==> src/rtl/mdu_sequencer.sv <==
// mdu_sequencer
//
// Iterative RV32M multiply/divide unit that sits beside the EX-stage ALU.
// It accepts one MUL/DIV/REM operation and runs it over XLEN clock cycles.
// Multiplies use a shift-add core and divides use a restoring core.
// While it works it raises busy so the hazard logic can stall IF/ID/EX.
// It returns one registered result together with a single-cycle done pulse.
// Divide-by-zero and signed-overflow divides finish in one cycle.
// A taken branch (flush) aborts the operation in flight.
//
// Ports
//   clk     in   1     rising-edge clock
//   rst_n   in   1     asynchronous active-low reset
//   start   in   1     operation request, sampled only while idle
//   op      in   3     funct3: 0 MUL, 1 MULH, 2 MULHSU, 3 MULHU,
//                              4 DIV, 5 DIVU, 6 REM, 7 REMU
//   in1     in   XLEN  rs1 operand, captured when start is accepted
//   in2     in   XLEN  rs2 operand, captured when start is accepted
//   flush   in   1     abort the current operation; blocks a same-cycle start
//   busy    out  1     unit is not idle; used as the pipeline stall request
//   done    out  1     one-cycle pulse, result is valid in this cycle
//   result  out  XLEN  registered result, held until the next done

module mdu_sequencer #(
    parameter int unsigned XLEN  = 32,
    parameter int unsigned CNT_W = 6
) (
    input  logic            clk,
    input  logic            rst_n,
    input  logic            start,
    input  logic [2:0]      op,
    input  logic [XLEN-1:0] in1,
    input  logic [XLEN-1:0] in2,
    input  logic            flush,
    output logic            busy,
    output logic            done,
    output logic [XLEN-1:0] result
);

    localparam logic [2:0] OpMul    = 3'd0;
    localparam logic [2:0] OpMulh   = 3'd1;
    localparam logic [2:0] OpMulhsu = 3'd2;
    localparam logic [2:0] OpMulhu  = 3'd3;
    localparam logic [2:0] OpDiv    = 3'd4;
    localparam logic [2:0] OpDivu   = 3'd5;
    localparam logic [2:0] OpRem    = 3'd6;
    localparam logic [2:0] OpRemu   = 3'd7;

    localparam logic [XLEN-1:0]  MinNeg   = {1'b1, {(XLEN-1){1'b0}}};
    localparam logic [CNT_W-1:0] LastIter = CNT_W'(XLEN - 1);

    typedef enum logic [1:0] {
        StIdle,
        StRun,
        StDone
    } state_e;

    // ------------------------------------------------------------------
    // State
    // ------------------------------------------------------------------
    state_e            state_q;
    logic [CNT_W-1:0]  cnt_q;
    logic [2:0]        op_q;
    // Multiplicand (multiply) or divisor magnitude (divide).
    logic [XLEN-1:0]   opnd_q;
    // Multiply: {partial product high, multiplier shifting out / product low}.
    // Divide:   {partial remainder, dividend shifting out / quotient in}.
    logic [2*XLEN-1:0] acc_q;
    // The unsigned core result must be negated at the end.
    logic              neg_q;
    logic              busy_q;
    logic              done_q;
    logic [XLEN-1:0]   result_q;

    // ------------------------------------------------------------------
    // Capture-side decode: sign handling and one-cycle special cases
    // ------------------------------------------------------------------
    logic              is_div;
    logic              in1_signed;
    logic              in2_signed;
    logic              in1_neg;
    logic              in2_neg;
    logic [XLEN-1:0]   in1_mag;
    logic [XLEN-1:0]   in2_mag;
    logic              neg_init;
    logic              div_zero;
    logic              div_ovf;
    logic              fast;
    logic [XLEN-1:0]   fast_res;
    logic [XLEN-1:0]   opnd_init;
    logic [2*XLEN-1:0] acc_init;

    always_comb begin
        is_div     = op[2];
        in1_signed = (op == OpMulh) || (op == OpMulhsu) || (op == OpDiv) || (op == OpRem);
        in2_signed = (op == OpMulh) || (op == OpDiv) || (op == OpRem);
        in1_neg    = in1_signed && in1[XLEN-1];
        in2_neg    = in2_signed && in2[XLEN-1];
        // The most negative value maps to its own bit pattern.
        // That pattern is the correct unsigned magnitude.
        in1_mag    = in1_neg ? -in1 : in1;
        in2_mag    = in2_neg ? -in2 : in2;

        // Remainder takes the dividend's sign.
        // Products and quotients take the XOR of the operand signs.
        if ((op == OpRem) || (op == OpRemu)) begin
            neg_init = in1_neg;
        end else begin
            neg_init = in1_neg ^ in2_neg;
        end

        div_zero = is_div && (in2 == '0);
        div_ovf  = ((op == OpDiv) || (op == OpRem)) && (in1 == MinNeg) && (in2 == '1);
        fast     = div_zero || div_ovf;

        // op[1] separates REM/REMU from DIV/DIVU within the divide group.
        if (div_zero) begin
            fast_res = op[1] ? in1 : '1;
        end else begin
            fast_res = op[1] ? '0 : MinNeg;
        end

        if (is_div) begin
            acc_init  = {{XLEN{1'b0}}, in1_mag};
            opnd_init = in2_mag;
        end else begin
            acc_init  = {{XLEN{1'b0}}, in2_mag};
            opnd_init = in1_mag;
        end
    end

    // ------------------------------------------------------------------
    // One iteration of the active core, plus final sign fix-up
    // ------------------------------------------------------------------
    logic [XLEN:0]     mul_sum;
    logic [XLEN:0]     div_shift;
    logic              div_ge;
    logic [XLEN-1:0]   div_rem;
    logic [2*XLEN-1:0] acc_step;
    logic [2*XLEN-1:0] prod_fin;
    logic [XLEN-1:0]   quo_fin;
    logic [XLEN-1:0]   rem_fin;
    logic [XLEN-1:0]   final_res;

    always_comb begin
        // Shift-add: add the multiplicand into the high half when the
        // current multiplier bit is set. Then shift the whole accumulator
        // right, with the add carry entering at the top.
        mul_sum = {1'b0, acc_q[2*XLEN-1:XLEN]} + {1'b0, opnd_q};

        // Restoring divide: the guard bit holds the remainder MSB shifted
        // out. A compare stands in for the trial subtract's borrow.
        div_shift = {acc_q[2*XLEN-1:XLEN], acc_q[XLEN-1]};
        div_ge    = (div_shift >= {1'b0, opnd_q});
        div_rem   = div_ge ? XLEN'(div_shift - {1'b0, opnd_q}) : div_shift[XLEN-1:0];

        if (op_q[2]) begin
            acc_step = {div_rem, acc_q[XLEN-2:0], div_ge};
        end else if (acc_q[0]) begin
            acc_step = {mul_sum, acc_q[XLEN-1:1]};
        end else begin
            acc_step = {1'b0, acc_q[2*XLEN-1:1]};
        end

        // Result once the last iteration (acc_step) has been applied.
        prod_fin = neg_q ? -acc_step : acc_step;
        quo_fin  = neg_q ? -acc_step[XLEN-1:0] : acc_step[XLEN-1:0];
        rem_fin  = neg_q ? -acc_step[2*XLEN-1:XLEN] : acc_step[2*XLEN-1:XLEN];

        case (op_q)
            OpMul:                      final_res = prod_fin[XLEN-1:0];
            OpMulh, OpMulhsu, OpMulhu:  final_res = prod_fin[2*XLEN-1:XLEN];
            OpDiv, OpDivu:              final_res = quo_fin;
            default:                    final_res = rem_fin;
        endcase
    end

    // ------------------------------------------------------------------
    // Sequencer FSM with registered outputs
    // ------------------------------------------------------------------
    always_ff @(posedge clk or negedge rst_n) begin
        if (!rst_n) begin
            state_q  <= StIdle;
            cnt_q    <= '0;
            op_q     <= '0;
            opnd_q   <= '0;
            acc_q    <= '0;
            neg_q    <= 1'b0;
            busy_q   <= 1'b0;
            done_q   <= 1'b0;
            result_q <= '0;
        end else begin
            done_q <= 1'b0;
            unique case (state_q)
                StIdle: begin
                    if (start && !flush) begin
                        op_q   <= op;
                        opnd_q <= opnd_init;
                        acc_q  <= acc_init;
                        neg_q  <= neg_init;
                        cnt_q  <= '0;
                        busy_q <= 1'b1;
                        if (fast) begin
                            state_q  <= StDone;
                            done_q   <= 1'b1;
                            result_q <= fast_res;
                        end else begin
                            state_q <= StRun;
                        end
                    end
                end
                StRun: begin
                    if (flush) begin
                        state_q <= StIdle;
                        busy_q  <= 1'b0;
                    end else begin
                        acc_q <= acc_step;
                        cnt_q <= cnt_q + 1'b1;
                        if (cnt_q == LastIter) begin
                            state_q  <= StDone;
                            done_q   <= 1'b1;
                            result_q <= final_res;
                        end
                    end
                end
                StDone: begin
                    state_q <= StIdle;
                    busy_q  <= 1'b0;
                end
                default: begin
                    state_q <= StIdle;
                    busy_q  <= 1'b0;
                end
            endcase
        end
    end

    assign busy   = busy_q;
    assign done   = done_q;
    assign result = result_q;

endmodule

==> config.mk <==
export PLATFORM = sky130hd
export DESIGN_NAME = mdu_sequencer
export DESIGN_NICKNAME = d
export VERILOG_FILES = /design/src/rtl/mdu_sequencer.sv
export SDC_FILE = /design/constraint.sdc
export NUM_CORES = 1
export LEC_CHECK = 0
export ABC_AREA = 1
export BUFFER_PORTS_ARGS = -buffer_cell sky130_fd_sc_hd__buf_2
export CAP_MARGIN = 0
export CELL_PAD_IN_SITES_DETAIL_PLACEMENT = 0
export CELL_PAD_IN_SITES_GLOBAL_PLACEMENT = 1
export CORE_MARGIN = 2
export CORE_UTILIZATION = 25
export CTS_BUF_LIST = sky130_fd_sc_hd__clkbuf_8
export DETAILED_ROUTE_END_ITERATION = 7
export MAX_ROUTING_LAYER = met4
export PLACE_DENSITY_LB_ADDON = 0.1
export SYNTH_ARGS = -nofsm -noshare
export SYNTH_HDL_FRONTEND = slang
export SYNTH_SLANG_ARGS = --single-unit
==> constraint.sdc <==
create_clock -name clk -period 10.55 [get_ports clk]
set_clock_uncertainty 0.2 [all_clocks]
set_input_delay 2.11 -clock clk [delete_from_list [all_inputs] [get_ports clk]]
set_output_delay 2.11 -clock clk [all_outputs]
set_load 0.03 [all_outputs]
After elaboration in Yosys (flattened, before gate mapping)
Cells that the tools add are included.
- add/subtract/negate cells: 8
- magnitude comparators: 1
- equality and inequality tests: 20
- reduce and logical (&&, ||, !) cells: 26
- bitwise logic cells: 1
- mux-type cells: 39
- operator list (kind ; number):
    32-bit 2-to-1 mux ; 14
    64-bit 2-to-1 mux ; 5
    32-bit negator ; 4
    64-bit one-hot mux with 2 select lines ; 1
    32-bit one-hot mux with 3 select lines ; 1
    32-bit == test (second input constant) ; 2
    64-bit negator ; 1
    32-bit one-hot mux with 2 select lines ; 1
    32-bit by 32-bit adder with 33-bit output ; 1
    33-bit by 32-bit greater-or-equal comparator with 1-bit output ; 1
    32-bit zero test ; 1
    32-bit subtractor ; 1
    3-bit == test (second input constant) ; 5
    6-bit 2-to-1 mux ; 2
    6-bit one-hot mux with 2 select lines ; 1
    2-bit inequality test (second input constant) ; 5
    3-bit by 2-bit == test with 1-bit output (second input constant) ; 3
    1-bit logical OR ; 8
    2-bit 2-to-1 mux ; 4
    1-bit 2-to-1 mux ; 7
    6-bit by 1-bit adder with 6-bit output (second input constant) ; 1
    3-bit by 1-bit == test with 1-bit output (second input constant) ; 2
    6-bit by 5-bit == test with 1-bit output (second input constant) ; 1
    1-bit logical AND ; 6
    other kinds (14) ; 17
- flip-flop bits (word level): 142
- logic and storage cells: 104
- output and inout bits: 34
- input bits: 71

Logic depth before layout (Yosys ltp)
Gate-level depths: netlist (run 1).
- word-level depth: 9
- mapped depth: 39
- depth with buffers taken out: 38

Worst setup path before layout (run 1)
Ideal clock, no wire load.
- path kind: input port to flip-flop
- start point: in in1[0]
- end point: reg result_q[18] (netlist: result[18])
- buffers on the path: 2
- setup time: 0.120 ns
- cell stages on the path: 13
- data required time: 10.230 ns
- arrival time: 4.173 ns
- slack: 6.057 ns
- cell sequence: inv_1 > ha_1 > nand2_1 > nor2_1 > nand3_1 > nor3_1 > nand4_1 > o311ai_0 > nand2_1 > buf_2 > clkbuf_1 > nor2_1 > a21oi_2
- longest elaborated chain between the ends: 6
- RTL lines (element ; RTL line ; text):
    from (decl) ; 32 ; input logic [XLEN-1:0] in1,
    32-bit == test ; 113 ; div_ovf = ((op == OpDiv) || (op == OpRem)) && (in1 == MinNeg) && (in2 == '1);
    1-bit logical AND (2 in a row) ; 113 ;
    1-bit logical OR ; 114 ; fast = div_zero || div_ovf;
    2-bit inequality test (no source line) ; n/a ;
    5-bit AND reduction (no source line) ; n/a ;
    to (signal assigned) ; 206 ; result_q <= fast_res;
    to (signal assigned) ; 222 ; result_q <= final_res;
    to (decl) ; 73 ; logic [XLEN-1:0] result_q;
Every way passes these cells.
A chain may end at the register's enable or synchronous reset.

Worst setup path after layout (run 1)
- start point: in flush
- end point: reg opnd_q[28]
- longest elaborated chain between the ends: 3
- RTL lines (element ; RTL line ; text):
    from (decl) ; 34 ; input logic flush,
    1-bit zero test ; 196 ; if (start && !flush) begin
    1-bit logical AND ; 196 ;
    2-bit AND reduction (no source line) ; n/a ;
    to (signal assigned) ; 198 ; opnd_q <= opnd_init;
    to (decl) ; 65 ; logic [XLEN-1:0] opnd_q;
Every way passes these cells.

==> results of run 1 <==
==> Yosys cell counts (all sizes together) <==
cell type | instances | area (sq um)
a211oi | 2 | 15.0
a21o | 2 | 15.0
a21oi | 198 | 1000
a22oi | 27 | 203
a2bb2oi | 3 | 26.3
a31oi | 9 | 56.3
a41o | 1 | 10.0
and2 | 7 | 43.8
and3 | 1 | 6.26
buf | 41 | 247
clkbuf | 64 | 240
clkinv | 4 | 15.0
dfrtp | 142 | 3550
fa | 2 | 40.0
ha | 70 | 876
inv | 458 | 1720
nand2 | 864 | 3330
nand2b | 1 | 6.26
nand3 | 271 | 1410
nand3b | 9 | 67.6
nand4 | 37 | 231
nor2 | 368 | 1510
nor3 | 29 | 155
nor3b | 1 | 7.51
nor4 | 7 | 43.8
o211ai | 31 | 233
o21a | 1 | 7.51
o21ai | 192 | 987
o21bai | 17 | 128
o221ai | 18 | 158
o22ai | 35 | 219
o311ai | 1 | 8.76
o31ai | 3 | 22.5
or2 | 3 | 18.8
xnor2 | 28 | 245
xor2 | 77 | 674
==> worst max-delay path, cell delays in order <==
cell,delay [ns]
buf_2,0.10
nor2_1,0.08
clkinv_1,0.05
buf_4,0.42
nor2_1,0.10
nor2_1,0.13
nand2_1,0.10
nor2_2,0.11
buf_4,0.35
clkinv_1,0.81
nor2_2,0.94
inv_1,0.66
o221ai_1,0.40
==> cell type report <==
class | count | area, sq um | area share (%)
Multi-Input combinational cell | 2315 | 11800 | 60.8
Clock buffer | 17 | 234 | 1.21
Sequential cell | 142 | 3560 | 18.4
Inverter | 462 | 1730 | 8.95
Antenna cell | 2 | 5.00 | 0.0258
Tap cell | 940 | 1180 | 6.07
Clock inverter | 15 | 189 | 0.975
Timing Repair Buffer | 127 | 699 | 3.61
==> per-stage QoR <==
step                worst slack, ns  hold WS (ns)  instance area [sq um]  utilization [%]  instances
detailed placement             3.86         0.260                  19000             27.2       3986
CTS                            4.47         0.295                  19400             27.8       4018
global route                   4.09         0.316                  19400             27.8       4019
global placement               3.95         0.258                  19000             27.2       3986
floorplan                      6.06         0.275                  17500                -       3024
finish                         4.40         0.287                  19400             27.8       4020
==> cells by family (layout without fill, tap and decap cells) <==
group	Yosys count	in the layout	share of synthesized area (%)
fa+ha+maj	72	72	5.22
simple gates	1598	1598	39.0
xor+xnor	105	105	5.24
buf+inv	567	621	12.7
flops	142	142	20.3
compound gates	540	540	17.6
other cells	0	2	0
==> sequential cells by signal (all words and copies together), names as in the netlist <==
name,cells
busy,1
opnd_q,32
done,1
cnt_q,6
neg_q,1
acc_q,64
state_q,2
result,32
op_q,3
==> placed cells by master (no fill, tap or decap), drive strengths merged, types with 8 or more instances in the layout <==
cell type,Yosys,layout
a22oi,27,27
nor3,29,29
a31oi,9,9
o22ai,35,35
clkinv,4,8
o221ai,18,18
dfrtp,142,142
clkbuf,64,17
xnor2,28,28
buf,41,127
o21ai,192,192
nand4,37,37
o21bai,17,17
nand3b,9,9
o211ai,31,31
xor2,77,77
inv,458,467
a21oi,198,198
nand2,864,864
nand3,271,271
ha,70,70
nor2,368,368
==> per-layer routing <==
| layer | vias up | wire (microns) |
|---|---|---|
| li1 | 9834 | - |
| met3 | 110 | 5030 |
| met5 | - | 0 |
| met1 | 9671 | 41600 |
| met2 | 671 | 45500 |
| met4 | 0 | 3500 |
==> path summary, 6_finish.rpt <==
kind,from,cells past startpoint,endpoint
setup / recovery,flush,13,opnd_q[28]$_DFFE_PN0P_
hold / removal,result[28]$_DFFE_PN0P_,2,result[28]$_DFFE_PN0P_
setup reg to reg,opnd_q[12]$_DFFE_PN0P_,36,result[10]$_DFFE_PN0P_
hold reg to reg,result[28]$_DFFE_PN0P_,2,result[28]$_DFFE_PN0P_
max in group asynchronous,rst_n,2,acc_q[30]$_DFFE_PN0P_
min in group asynchronous,rst_n,1,opnd_q[28]$_DFFE_PN0P_
==> impl_metrics.toml, run 1 <==
[routing]
dr.first_iter.drc_count = 1937
routedWlPerCell_microns = 23.8
final_antenna_net_count = 0
vias_per_cell = 5.05
drt-pass1-iter-count = 5
num_vias = 20300
route.detailed.drc = 0
wl_mm = 95.6

[die]
ios = 105
start_util_pct = 25.1
dieHeight_microns = 269
die_width_microns = 269
rows = 97
core-area_sq_um = 69800
dieArea_sq_um = 72300

[final_layout]
finalNetCount = 3208
final_layout_size_suffix_gt1_share_pct = 8.61
area_growth_pct = 10.5
fillers = 8066

[global_route]
met1_usage_pct = 34.3
grt_overflow = 0
grt_max_degree = 77
grt_pass1_wl_mm = 137
busiest_layer = "met2"
track_usage_pct = 27.3
gr-usage-met3_pct = 2.93
grt_use_met2_pct = 45.2
grt_pass1_vias = 19700
antenna_found_initial = 3

[logic_synthesis]
synth.distinct_cells = 51
avgSynthCellArea_sq_um = 5.80
syn_inst = 3024
synth-seq-area-share_pct = 20.3
synth_area_sq_um = 17500
ys_warn_count = 0
ys_seq_elements = 142
syn_nets = 3167

[clocking]
clk_pin_slew_ns = 0.10
cts_resized = 0
root_buffer = "clkbuf_8"
ctsHtreeMaxLevel = 4
post-cts-setup-buffer-count = 0
cts.sinks = 142
cts_tree = "built"
clock_latency_ns = 0.58
cts_made_buffers = 17
clock_path_buffers = 2
postCtsHoldBufs = 0

[timing]
rsz0062_at_grt = "no"
tightestPinTransition_ns = 1.26
setup_tns_ns = 0
finalSetupViolCount = 0
max-slew-margin-rel_pct = 15.7
hold_viol_final = 0
slew_violations = 0
period_minus_slack_ns = 6.15
max_freq_mhz = 162
period_share_pct = 58.3

[placed_design]
portBuffers = 104
gp_congestion = 0.973
dpl.hpwl_mm = 78.9

[critical_path]
critPathKind = "input pin to flop"
crit_arrival_ns = 6.41
reg2reg_slack_ns = 4.73
crit_path_end_kind = "flop"
start_kind = "input pin"
path_max_fanout = 36
critical_path_required_ns = 10.80

[status]
outcome = "finished, final reports clean"

[worst_hold_path]
min_path_type = "flop to flop"

[flow_run]
cap_violations = 0
Power of run 1 is left out: the tool's default activity adds up to more than one toggle a clock period on the data nets, which glitch-free logic cannot reach.
==> inputs of run 2 (changes only) <==
==> constraint.sdc (replaced) <==
create_clock -name clk -period 5.3 [get_ports clk]
set_clock_uncertainty 0.2 [all_clocks]
set_input_delay 1.06 -clock clk [delete_from_list [all_inputs] [get_ports clk]]
set_output_delay 1.06 -clock clk [all_outputs]
set_load 0.03 [all_outputs]
==> run 2 against run 1 <==
Net effect:
- core utilization up 0.69 points
- worst setup slack worse by 4.0 ns
- die area unchanged
- sequential share of layout area down 0.43 points
- first-iteration DRC count up 5.1%
- design area up 2.5%
- hold slack better by 0.0063 ns
- register-to-register slack worse by 4.4 ns
- sequential cell count unchanged
- global-route usage up 1.4 points
- routed wire length up 4.8%
==> impl_metrics.toml, run 2 (synthesized netlist as in run 1, its figures left out) <==
[die]
rows = 97
start_util_pct = 25.1
die_width_microns = 269
dieHeight_microns = 269
ios = 105
dieArea_sq_um = 72300
core-area_sq_um = 69800

[final_layout]
finalNetCount = 3275
final_layout_size_suffix_gt1_share_pct = 10.7
largest-register = "acc_q"
final_common_cell = "nand2_1"
area_growth_pct = 13.2
largest_reg_flops = 64
fillers = 8084
final_cell_mix = "nand2_1, inv_1, nor2_1, nand3_1, a21oi_1"

[global_route]
antenna_found_initial = 3
grt_pass1_wl_mm = 143
grt_max_degree = 77
grt_pass1_vias = 20000
track_usage_pct = 28.6
grt_overflow = 0

[placed_design]
dpl.hpwl_mm = 83.1
portBuffers = 104
gp_congestion = 0.955

[timing]
setup_tns_ns = 0
hold_slack_ns = 0.294
tightestPinTransition_ns = 1.25
hold_viol_final = 0
period_minus_slack_ns = 4.93
max-slew-margin-rel_pct = 15.5
max_freq_mhz = 203
rsz0062_at_grt = "no"
slew_violations = 0
period_share_pct = 93.1
finalSetupViolCount = 0

[worst_hold_path]
min_path_type = "flop to flop"
min_path_cells = 2

[critical_path]
cp-startpoint = "opnd_q[22]$_DFFE_PN0P_"
crit_top_cell = "nand2_1"
rr_worst_depth = 34
critPathKind = "flop to flop"
critical_path_required_ns = 5.61
r2r-start = "opnd_q[22]$_DFFE_PN0P_"
crit_path_end_kind = "flop"
path_max_fanout = 6
start_kind = "flop"
critPathCapture = "result[10]$_DFFE_PN0P_"
reg2reg_slack_ns = 0.37
reg2reg_to = "result[10]$_DFFE_PN0P_"
cpPeakStageDelay_ns = 0.46
crit_arrival_ns = 5.25
slowest_stage = "dfrtp_2"

[clocking]
clk_pin_slew_ns = 0.12
cts.sinks = 142
ctsHtreeMaxLevel = 4
root_buffer = "clkbuf_8"
cts_tree = "built"
clock_path_buffers = 2
cts_made_buffers = 17
clock_latency_ns = 0.58
postCtsHoldBufs = 0

[routing]
final_antenna_net_count = 0
wl_mm = 100
dr.first_iter.drc_count = 2036
route.detailed.drc = 0
num_vias = 20800
drt-pass1-iter-count = 5
vias_per_cell = 5.08
routedWlPerCell_microns = 24.5

[status]
outcome = "finished, final reports clean"

[flow_run]
cap_violations = 0
## run 2: changes by cell type in the layout (fill, tap and decap cells not counted), moves of 2 or more
cell      before  now
clkinv_8       3    0
inv_6          3    5
dfrtp_1      140  138
dfrtp_2        1    3
buf_4         23   90
## run 2: metal layers
layer | vias up | share of wire, % | track usage, % | routed length, microns
li1 | 9981 | - | - | -
met1 | 9991 | 44 | 36.3 | 44500
met2 | 671 | 47 | 46.5 | 46700
met3 | 114 | 4.8 | 3.34 | 4810
met4 | 0 | 4.2 | 11.1 | 4240
met5 | - | 0 | - | 0
## run 2: layout make-up
class	count	area, sq um	share of cell area, %
multi-input combinational	2315	11800	59.3
sequential	142	3560	17.9
inverter	462	1730	8.73
timing repair buffer	194	1200	6.05
tap	940	1180	5.92
clock buffer	17	234	1.18
clock inverter	15	164	0.825
antenna	1	2.50	0.0126
## run 2: worst min-delay path by stage
stage                                 startpoint                endpoint  slack [ns]
after floorplan             acc_q[1]$_DFFE_PN0P_    acc_q[1]$_DFFE_PN0P_        0.27
after global placement    result[28]$_DFFE_PN0P_  result[28]$_DFFE_PN0P_        0.26
after detailed placement  result[29]$_DFFE_PN0P_  result[29]$_DFFE_PN0P_        0.27
after CTS                 result[28]$_DFFE_PN0P_  result[28]$_DFFE_PN0P_        0.30
after global routing      result[29]$_DFFE_PN0P_  result[29]$_DFFE_PN0P_        0.31
final                           busy$_DFFE_PN0P_        busy$_DFFE_PN0P_        0.29
## run 2: per-stage QoR
step	util [%]	instances	cell area (sq um)	setup slack, ns
2_1_floorplan	-	3024	17500	1.20
3_3_place_gp	27.8	4047	19400	0.321
3_5_place_dp	27.8	4047	19400	0.274
4_1_cts	28.4	4079	19800	0.266
5_1_grt	28.5	4086	19900	0.00142
6_report	28.5	4086	19900	0.367
## run 2: repair_timing
item / 4_1_cts / 5_1_grt
resized for setup: 0 / 4
endpoints found under the setup margin: 0 / 12
buffers inserted: 0 / 6
## run 2: worst max-delay path: cells and delay by family, from the launching register on
| family | cells | cell delay [ns] |
|---|---|---|
| adders and majority gates | 2 | 0.52 |
| AOI/OAI and AO/OA | 3 | 0.60 |
| DFF | 1 | 0.46 |
| and+or+nand+nor | 22 | 2.50 |
| buffers and inverters | 7 | 0.61 |
Power of run 2 is left out for the same reason.
==> inputs of run 3 (changes only) <==
--- a/config.mk
+++ b/config.mk
@@ -11,7 +11,7 @@
 export CELL_PAD_IN_SITES_DETAIL_PLACEMENT = 0
 export CELL_PAD_IN_SITES_GLOBAL_PLACEMENT = 1
 export CORE_MARGIN = 2
-export CORE_UTILIZATION = 25
+export CORE_UTILIZATION = 40
 export CTS_BUF_LIST = sky130_fd_sc_hd__clkbuf_8
 export DETAILED_ROUTE_END_ITERATION = 7
 export MAX_ROUTING_LAYER = met4
==> constraint.sdc (replaced) <==
create_clock -name clk -period 4.37 [get_ports clk]
set_clock_uncertainty 0.2 [all_clocks]
set_input_delay 0.874 -clock clk [delete_from_list [all_inputs] [get_ports clk]]
set_output_delay 0.874 -clock clk [all_outputs]
set_load 0.03 [all_outputs]
==> run 3 against run 2 <==
Net effect:
- sequential share of layout area shrank 0.79 points
- worst setup slack worse by 0.24 ns
- clock-buffer cell count is 1 higher
- cell count down 6.3%
- the flow now finishes with violations (DRC)
- first-iteration DRC count increased by 25%
- global-route usage grew 12 points
- maximum frequency is 16% higher
- register-to-register slack lost 0.24 ns
- core utilization grew 20 points
- highest routed layer unchanged
- non-clock buffer count rose by 96
- critical path depth shrank 3
- via count increased by 3.9%
==> impl_metrics.toml, run 3 (synthesized netlist as in run 1, its figures left out) <==
[timing]
max_freq_mhz = 235
slew_violations = 0
period_minus_slack_ns = 4.25
finalSetupViolCount = 0
period_share_pct = 97.2
fin_ws_ns = 0.123
setup_tns_ns = 0
hold_viol_final = 0
tightestPinTransition_ns = 1.02
rsz0062_at_grt = "yes"
max-slew-margin-rel_pct = 31.6

[critical_path]
cpPeakStageDelay_ns = 0.43
start_kind = "flop"
slowest_stage = "dfrtp_1"
critPathKind = "flop to flop"
crit_path_end_kind = "flop"
cp_num_buf_inv = 3
path_delay_family = "simple AND/OR/NAND/NOR gates"
crit_arrival_ns = 4.52
path_max_fanout = 4
critical_path_required_ns = 4.65
crit_top_cell = "nand2_2"

[final_layout]
final_cell_mix = "nand2_1, inv_1, nor2_1, nand3_1, a21oi_1"
finalNetCount = 3371
final_layout_size_suffix_gt1_share_pct = 16.8
final_common_cell = "nand2_1"
largest_reg_flops = 64
area_growth_pct = 18.6
largest-register = "acc_q"
utilization_pct = 48.2

[global_route]
track_usage_pct = 40.9
grt_overflow = 0
antenna_found_initial = 4
grt_pass1_vias = 20300
grt_pass1_wl_mm = 130
grt_max_degree = 79

[clocking]
clock_path_buffers = 2
clk_pin_slew_ns = 0.10
clock_latency_ns = 0.57
cts_tree = "built"
cts.sinks = 142
ctsHtreeMaxLevel = 4
postCtsHoldBufs = 0
cts_made_buffers = 17
root_buffer = "clkbuf_8"

[placed_design]
portBuffers = 104
gp_congestion = 1.06
place_ws_ns = 0.0195
dpl.hpwl_mm = 73.2

[routing]
route.detailed.drc = 6
wl_mm = 90.0
routedWlPerCell_microns = 23.5
vias_per_cell = 5.63
dr.first_iter.drc_count = 2555
num_vias = 21600
final_antenna_net_count = 0
drt-pass1-iter-count = 8

[flow_run]
cap_violations = 0

[die]
ios = 105
core-area_sq_um = 43200
dieHeight_microns = 213
die_width_microns = 213
rows = 76
dieArea_sq_um = 45500
start_util_pct = 40.6

[worst_hold_path]
min_path_type = "input pin to async pin"

[status]
outcome = "complete, but fails checks"
violations = "DRC"
## run 3: layout make-up
cell class,count,area (sq um)
diodes,2,5.00
inverters,462,1740
well taps,585,732
clock inverters,14,158
flip-flops and latches,142,3570
multi-input cells,2315,12400
clock buffers,18,248
repair buffers,290,1940
fillers,4737,22400
## run 3: repair_timing
| item | 4_1_cts | 5_1_grt |
|---|---|---|
| setup endpoints to repair | 1 | 28 |
| hold endpoints to repair | 0 | 0 |
| resized for setup | 1 | 147 |
| buffers inserted | 0 | 23 |
| pin swaps | 0 | 37 |
## run 3: path summary, 6_finish.rpt
kind                            slack, ns                     end  cells past startpoint             startpoint
worst max-delay path                 0.12   result[2]$_DFFE_PN0P_                     31  acc_q[49]$_DFFE_PN0P_
worst min-delay path                 0.11  opnd_q[19]$_DFFE_PN0P_                      1                  rst_n
worst max register to register       0.12   result[2]$_DFFE_PN0P_                     31  acc_q[49]$_DFFE_PN0P_
worst min register to register       0.30        busy$_DFFE_PN0P_                      2       busy$_DFFE_PN0P_
max in group asynchronous            2.86   acc_q[46]$_DFFE_PN0P_                      2                  rst_n
min in group clk                     0.30        busy$_DFFE_PN0P_                      2       busy$_DFFE_PN0P_
## run 3: metal layers
| layer | track usage (%) | vias to the layer above | wire [microns] |
|---|---|---|---|
| li1 | - | 10200 | - |
| met1 | 49.1 | 10100 | 35600 |
| met2 | 64.1 | 1093 | 40900 |
| met3 | 7.45 | 249 | 7360 |
| met4 | 24.0 | 0 | 6080 |
| met5 | - | - | 0 |
## run 3: per-stage QoR
step	hold slack, ns	cell area, sq um	cells
floorplan	0.275	17500	3024
global placement	0.261	19600	3771
detailed placement	0.275	19600	3771
CTS	0.164	20000	3803
global route	0.161	20800	3828
finish	0.113	20800	3828
Power of run 3 is left out for the same reason.
